`src/rtl/ksa_pipe_adder.sv`:
```
// ksa_pipe_adder: three-stage pipelined Kogge-Stone adder, {cout,sum} = a + b + cin,
// with valid/ready handshakes on both sides and a single global advance/stall.
module ksa_pipe_adder #(
  parameter int WIDTH = 32,
  parameter int SPLIT = 3
) (
  input  logic             clk,
  input  logic             rst,
  input  logic             in_valid,
  output logic             in_ready,
  input  logic [WIDTH-1:0] a,
  input  logic [WIDTH-1:0] b,
  input  logic             cin,
  output logic             out_valid,
  input  logic             out_ready,
  output logic [WIDTH-1:0] sum,
  output logic             cout
);
  localparam int L = $clog2(WIDTH);

  // Prefix vectors are WIDTH+1 wide: position 0 carries cin (bit -1), position j is bit j-1.
  function automatic logic [WIDTH:0] prefix_g(input logic [WIDTH:0] g_in,
                                              input logic [WIDTH:0] p_in,
                                              input int lo, input int hi);
    logic [WIDTH:0] g, p, g_n, p_n;
    g = g_in;
    p = p_in;
    for (int k = 1; k <= L + 1; k++) begin
      if (k >= lo && k <= hi) begin
        g_n = g;
        p_n = p;
        for (int j = 0; j <= WIDTH; j++) begin
          if (j >= (1 << (k - 1))) begin
            g_n[j] = g[j] | (p[j] & g[j - (1 << (k - 1))]);
            p_n[j] = p[j] & p[j - (1 << (k - 1))];
          end
        end
        g = g_n;
        p = p_n;
      end
    end
    return g;
  endfunction

  function automatic logic [WIDTH:0] prefix_p(input logic [WIDTH:0] p_in,
                                              input int lo, input int hi);
    logic [WIDTH:0] p, p_n;
    p = p_in;
    for (int k = 1; k <= L; k++) begin
      if (k >= lo && k <= hi) begin
        p_n = p;
        for (int j = 0; j <= WIDTH; j++) begin
          if (j >= (1 << (k - 1))) begin
            p_n[j] = p[j] & p[j - (1 << (k - 1))];
          end
        end
        p = p_n;
      end
    end
    return p;
  endfunction

  logic             w_advance;
  logic [WIDTH:0]   w_g0, w_p0, w_s2_g, w_s2_p, w_c;
  logic [WIDTH-1:0] w_sum;
  logic             w_cout;

  logic             r_s1_valid, r_s1_cin;
  logic [WIDTH-1:0] r_s1_a, r_s1_b;
  logic             r_s2_valid;
  logic [WIDTH:0]   r_s2_g, r_s2_p;
  logic [WIDTH-1:0] r_s2_x;
  logic             r_s3_valid, r_cout;
  logic [WIDTH-1:0] r_sum;

  // Every stage moves together; a stall freezes bubbles too.
  assign w_advance = !r_s3_valid || out_ready;
  assign in_ready  = w_advance;

  assign w_g0[0] = r_s1_cin;
  assign w_p0[0] = 1'b0;
  for (genvar gi = 0; gi < WIDTH; gi++) begin : g_gp
    assign w_g0[gi+1] = r_s1_a[gi] & r_s1_b[gi];
    assign w_p0[gi+1] = r_s1_a[gi] ^ r_s1_b[gi];
  end

  assign w_s2_g = prefix_g(w_g0, w_p0, 1, SPLIT);
  assign w_s2_p = prefix_p(w_p0, 1, SPLIT);

  // Level L+1 (span WIDTH) only touches the top position, folding cin into cout.
  assign w_c    = prefix_g(r_s2_g, r_s2_p, SPLIT + 1, L + 1);
  assign w_sum  = r_s2_x ^ w_c[WIDTH-1:0];
  assign w_cout = w_c[WIDTH];

  always_ff @(posedge clk or posedge rst) begin
    if (rst) begin
      r_s1_valid <= 1'b0;
      r_s1_a     <= '0;
      r_s1_b     <= '0;
      r_s1_cin   <= 1'b0;
      r_s2_valid <= 1'b0;
      r_s2_g     <= '0;
      r_s2_p     <= '0;
      r_s2_x     <= '0;
      r_s3_valid <= 1'b0;
      r_sum      <= '0;
      r_cout     <= 1'b0;
    end else if (w_advance) begin
      r_s1_valid <= in_valid;
      if (in_valid) begin
        r_s1_a   <= a;
        r_s1_b   <= b;
        r_s1_cin <= cin;
      end
      r_s2_valid <= r_s1_valid;
      if (r_s1_valid) begin
        r_s2_g <= w_s2_g;
        r_s2_p <= w_s2_p;
        r_s2_x <= w_p0[WIDTH:1];
      end
      // Bubbles leave sum/cout untouched.
      r_s3_valid <= r_s2_valid;
      if (r_s2_valid) begin
        r_sum  <= w_sum;
        r_cout <= w_cout;
      end
    end
  end

  assign out_valid = r_s3_valid;
  assign sum       = r_sum;
  assign cout      = r_cout;

endmodule
```
`config.mk`:
```
export PLATFORM = sky130hd
export DESIGN_NAME = ksa_pipe_adder
export DESIGN_NICKNAME = d
export VERILOG_FILES = /design/src/rtl/ksa_pipe_adder.sv
export SDC_FILE = /design/constraint.sdc
export NUM_CORES = 1
export LEC_CHECK = 0
export ABC_AREA = 1
export CORE_MARGIN = 1
export CORE_UTILIZATION = 25
export CTS_CLUSTER_SIZE = 8
export DETAILED_ROUTE_END_ITERATION = 8
export HOLD_SLACK_MARGIN = 0.1
export PLACE_DENSITY = 0.41
export SLEW_MARGIN = 20
export SYNTH_ARGS = -nofsm -noshare
export SYNTH_HDL_FRONTEND = slang
export SYNTH_SLANG_ARGS = --single-unit
```
`constraint.sdc`:
```
create_clock -name clk -period 20.3 [get_ports clk]
set_input_delay 5.075 -clock clk [delete_from_list [all_inputs] [get_ports clk]]
set_output_delay 5.075 -clock clk [all_outputs]
set_load 0.005 [all_outputs]
```
== Yosys cells after proc, flatten, opt, wreduce, memory -nomap -nowiden ==
Index checks and enable logic that the tools add are counted.
Storage, ports and cells
  flip-flop bits (word level): 191
  input bits: 69
  logic and storage cells: 454
Cells by class
  bitwise logic cells: 438
  reduce and logical (&&, ||, !) cells: 5
Operators with widths (number)
  1-bit bitwise AND: 270
  1-bit bitwise OR: 135
  1-bit XOR: 32
  32-bit XOR: 1
  2-bit AND reduction: 3
  1-bit logical NOT: 1
  1-bit logical OR: 1

== Logic depth before layout (Yosys ltp) ==
  depth after elaboration: 7
  depth in mapped cells: 9
  depth with buffers taken out: 9

== Worst setup path after synthesis ==
Ideal clock, no wire load.
  path kind: in2out
  from: input port out_ready
  to: output port in_ready
  arrival: 5.214 ns
  slack: 10.011 ns
  stages: 2
  cell sequence: inv_1 nand2_4
On the way
  cells in the longest elaborated chain, start to end: 1
Ends and longest elaborated chain
  from (decl): line 15  | input logic out_ready,
  1-bit logical OR: line 77  | assign w_advance = !r_s3_valid || out_ready;
  to (decl): line 10  | output logic in_ready,
No other way between the ends.

== Final worst setup path ==
Same ends and word-level chain as after synthesis.

==> impl_metrics.csv <==
group,metric,value,unit
clocking,cts_tree,"yes",
layout,drive_above_1_share,9.08,%
synth,synth_cell_types,27,
detailed_routing,vias,6903,
floorplanning,core,0.0367,sq mm
synth,postSynthAreaPerCell,8.90,sq um
floorplanning,start_util,25.4,%
timing,period_needed,11.32,ns
power_and_ir_drop,p_leak,5.62,nW
clocking,holdBufCountCts,0,
clocking,cts-buffers-inserted,17,
timing,fin_crit_sh,55.7,%
clocking,cts_root_buf,"clkbuf_16",
setup_path,reg2reg_depth,6,
global_route,antenna_found_initial,0,
synth,synth-seq-cells,191,
hold_path,holdPathStages,2,
timing,drv_slew,0,
outcome,status,"completed",
hold_path,min_from,"r_s2_valid",
synth,yosys_warnings,0,
layout,nets,1244,
detailed_routing,totalWireLength,25500,um
detailed_routing,post-route-drc-count,0,
clocking,cts_resized,0,
synth,syn_area,0.00934,sq mm
place,port_buffers,103,
setup_path,crit_required,15.23,ns
global_route,grtUsageTotal,14.2,%
layout,areaGrowthSynthToFinish,21.7,%
floorplanning,fp.dieH,195,um
layout,seq_area,0.00478,sq mm
floorplanning,row_count,70,
layout,nFillCells,3896,
synth,synth_compound_area_share,5.25,%
timing,rsz0062_at_grt,"false",
setup_path,crit_arrival,6.24,ns
timing,setup_viol,0,
setup_path,r2r_slack,17.95,ns
timing,worstMarginPinSlew,1.03,ns
place,place_congestion,0.796,
synth,syn_inst,1049,
setup_path,cp_max_fo,7,
synth,synth_xor_xnor_area_share,1.50,%
detailed_routing,drt_iter0_drc,402,
floorplanning,io_pins,104,
floorplanning,die_w,195,um
hold_path,min_to,"out_valid",
detailed_routing,first_pass_iters,4,
clocking,post_cts_buffers,0,
clocking,clk_latency,0.44,ns
setup_path,r2r-start,"out_valid",
run,drv_cap,0,
clocking,clock-sinks,191,
hold_path,hold_path.class,"reg -> reg",
place,place_ws,9.00,ns
synth,syn-num-nets,1150,
power_and_ir_drop,power_per_cell_area,136,mW/mm^2
global_route,grt_pass1_vias,7156,
global_route,gr-total-overflow,0,
synth,yosysSeqAreaShare,51.2,%
clocking,htreeDepth,4,
synth,synth_top_family_by_area,"simple AND/OR/NAND/NOR gates",
layout,fin_util,31.0,%
global_route,grt_start_max_net_pins,122,
clocking,clk_pin_slew,0.08,ns
synth,synth.area.mux_share,9.41,%
timing,hold_viol,0,
global_route,grt_first_pass_wirelength,41800,um
detailed_routing,ant_nets,0,
timing,fmax,88.4,MHz
floorplanning,fp.dieArea,0.0381,sq mm
timing,fin_tns_setup,0,ns
timing,clock_skew,0.0110,ns
layout,diodes,0,
setup_path,cp-start-kind,"input port",
timing,maxSlewHeadroom,31.3,%
synth,synth_simple_gate_area_share,22.3,%
place,place_hpwl,18500,um
setup_path,r2r_end,"sum[17]",
clocking,ctsLongestPathBuffers,2,
layout,final_cells,1624,
detailed_routing,vias_per_cell,4.25,
layout,multi_input_area,0.00401,sq mm
power_and_ir_drop,ir_worst_vdd,65.2,uV
synth,yosys.area_share.adder,4.29,%
detailed_routing,wl_per_cell,15.7,um
timing,fin_ws,8.98,ns
setup_path,worstSetupEndpointType,"output port",
setup_path,crit_type,"in -> out",
place,dpl.cell_count,1592,
## worst max-delay path by stage
stage                         start        to  slack [ns]  depth (start not counted)
final                     out_ready  in_ready        8.98                          4
after global routing      out_ready  in_ready        8.94                          4
after CTS                 out_ready  in_ready        9.00                          4
after detailed placement  out_ready  in_ready        9.00                          4
after global placement    out_ready  in_ready        9.02                          4
after floorplan           out_ready  in_ready       10.01                          2
## cell usage in the layout, fill, tap and decap left out
cell               n
nand2_1          412
dfrtp_1          191
clkdlybuf4s50_1  103
inv_1             97
nand3_1           66
o21ai_0           59
mux2_4            39
ha_1              32
mux2_2            26
a21oi_1           26
nor2_1            18
clkbuf_16         17
nor3_1            13
xnor2_1            8
xor2_1             8
o21bai_1           7
clkinv_4           5
nand3b_1           4
buf_4              4
clkinv_2           3
clkinvlp_4         3
nand4_1            2
a31oi_1            2
clkbuf_1           2
clkbuf_8           2
nand2_4            1
nand2_2            1
nor3_2             1
nand2_8            1
inv_8              1
clkinv_1           1
inv_6              1
## report_power, final
group | leakage, nW | internal (mW) | switching (mW)
Clock | 0.260 | 0.165 | 0.156
Sequential | 2.35 | 0.511 | 0.0833
Combinational | 3.01 | 0.263 | 0.364
Total | 5.62 | 0.938 | 0.603
## registers in the layout (all words and copies together) (netlist names)
| register | count |
|---|---|
| r_s1_valid | 1 |
| r_s2_valid | 1 |
| r_s2_p | 25 |
| out_valid | 1 |
| cout | 1 |
| r_s1_a | 32 |
| sum | 32 |
| r_s2_x | 32 |
| r_s1_cin | 1 |
| r_s2_g | 33 |
| r_s1_b | 32 |
## through the flow
step                      instance area, sq um  hold slack (ns)  power (mW)
after floorplan                           9340            0.445       0.986
after global placement                   10800            0.462        1.24
after detailed placement                 10800            0.466        1.24
after CTS                                11400            0.485        1.57
after global routing                     11400            0.496        1.68
final                                    11400            0.479        1.54
## cell families after synthesis
family	after synthesis
muxes	65
buffers and inverters	132
and+or+nand+nor	519
adders and majority gates	32
xor gates and xnor gates	16
AOI/OAI and AO/OA	94
DFF	191
## worst max-delay path, stage by stage
cell and delay (ns):
clkdlybuf4s50_1 0.46, inv_1 0.06, nand2_4 0.12, clkdlybuf4s50_1 0.53
## cell usage after synthesis
| master | number | share of area (%) |
|---|---|---|
| nand2_1 | 412 | 17 |
| dfrtp_1 | 191 | 51 |
| inv_1 | 98 | 3.9 |
| nand3_1 | 66 | 3.5 |
| o21ai_0 | 59 | 3.2 |
| mux2_4 | 39 | 6.3 |
| ha_1 | 32 | 4.3 |
| a21oi_1 | 26 | 1.4 |
| mux2_2 | 26 | 3.1 |
| buf_2 | 19 | 1.0 |
| nor2_1 | 18 | 0.72 |
| nor3_1 | 13 | 0.70 |
| xnor2_1 | 8 | 0.75 |
| xor2_1 | 8 | 0.75 |
| o21bai_1 | 7 | 0.56 |
| buf_6 | 5 | 0.60 |
| clkbuf_1 | 5 | 0.20 |
| nand3b_1 | 4 | 0.32 |
| a31oi_1 | 2 | 0.13 |
| buf_4 | 2 | 0.16 |
| nand2_2 | 2 | 0.13 |
| nand4_1 | 2 | 0.13 |
| buf_1 | 1 | 0.040 |
| clkinv_1 | 1 | 0.040 |
| inv_2 | 1 | 0.040 |
| nand2_4 | 1 | 0.12 |
| nor3_2 | 1 | 0.11 |
## cell type report
| class | count | share of cell area (%) |
|---|---|---|
| clock inverters | 11 | 0.749 |
| well taps | 468 | 5.15 |
| flip-flops and latches | 191 | 42.1 |
| inverters | 100 | 3.38 |
| multi-input cells | 726 | 35.3 |
| repair buffers | 107 | 9.34 |
| clock buffers | 21 | 4.05 |
## metal layers
layer	up-vias	part of all wire, %	GRT usage [%]
li1	3541	-	-
met1	3221	56	22.2
met2	122	39	19.4
met3	19	3.4	2.61
met4	0	1.2	3.97
met5	-	0	0
(Power assumes the default switching activity.)
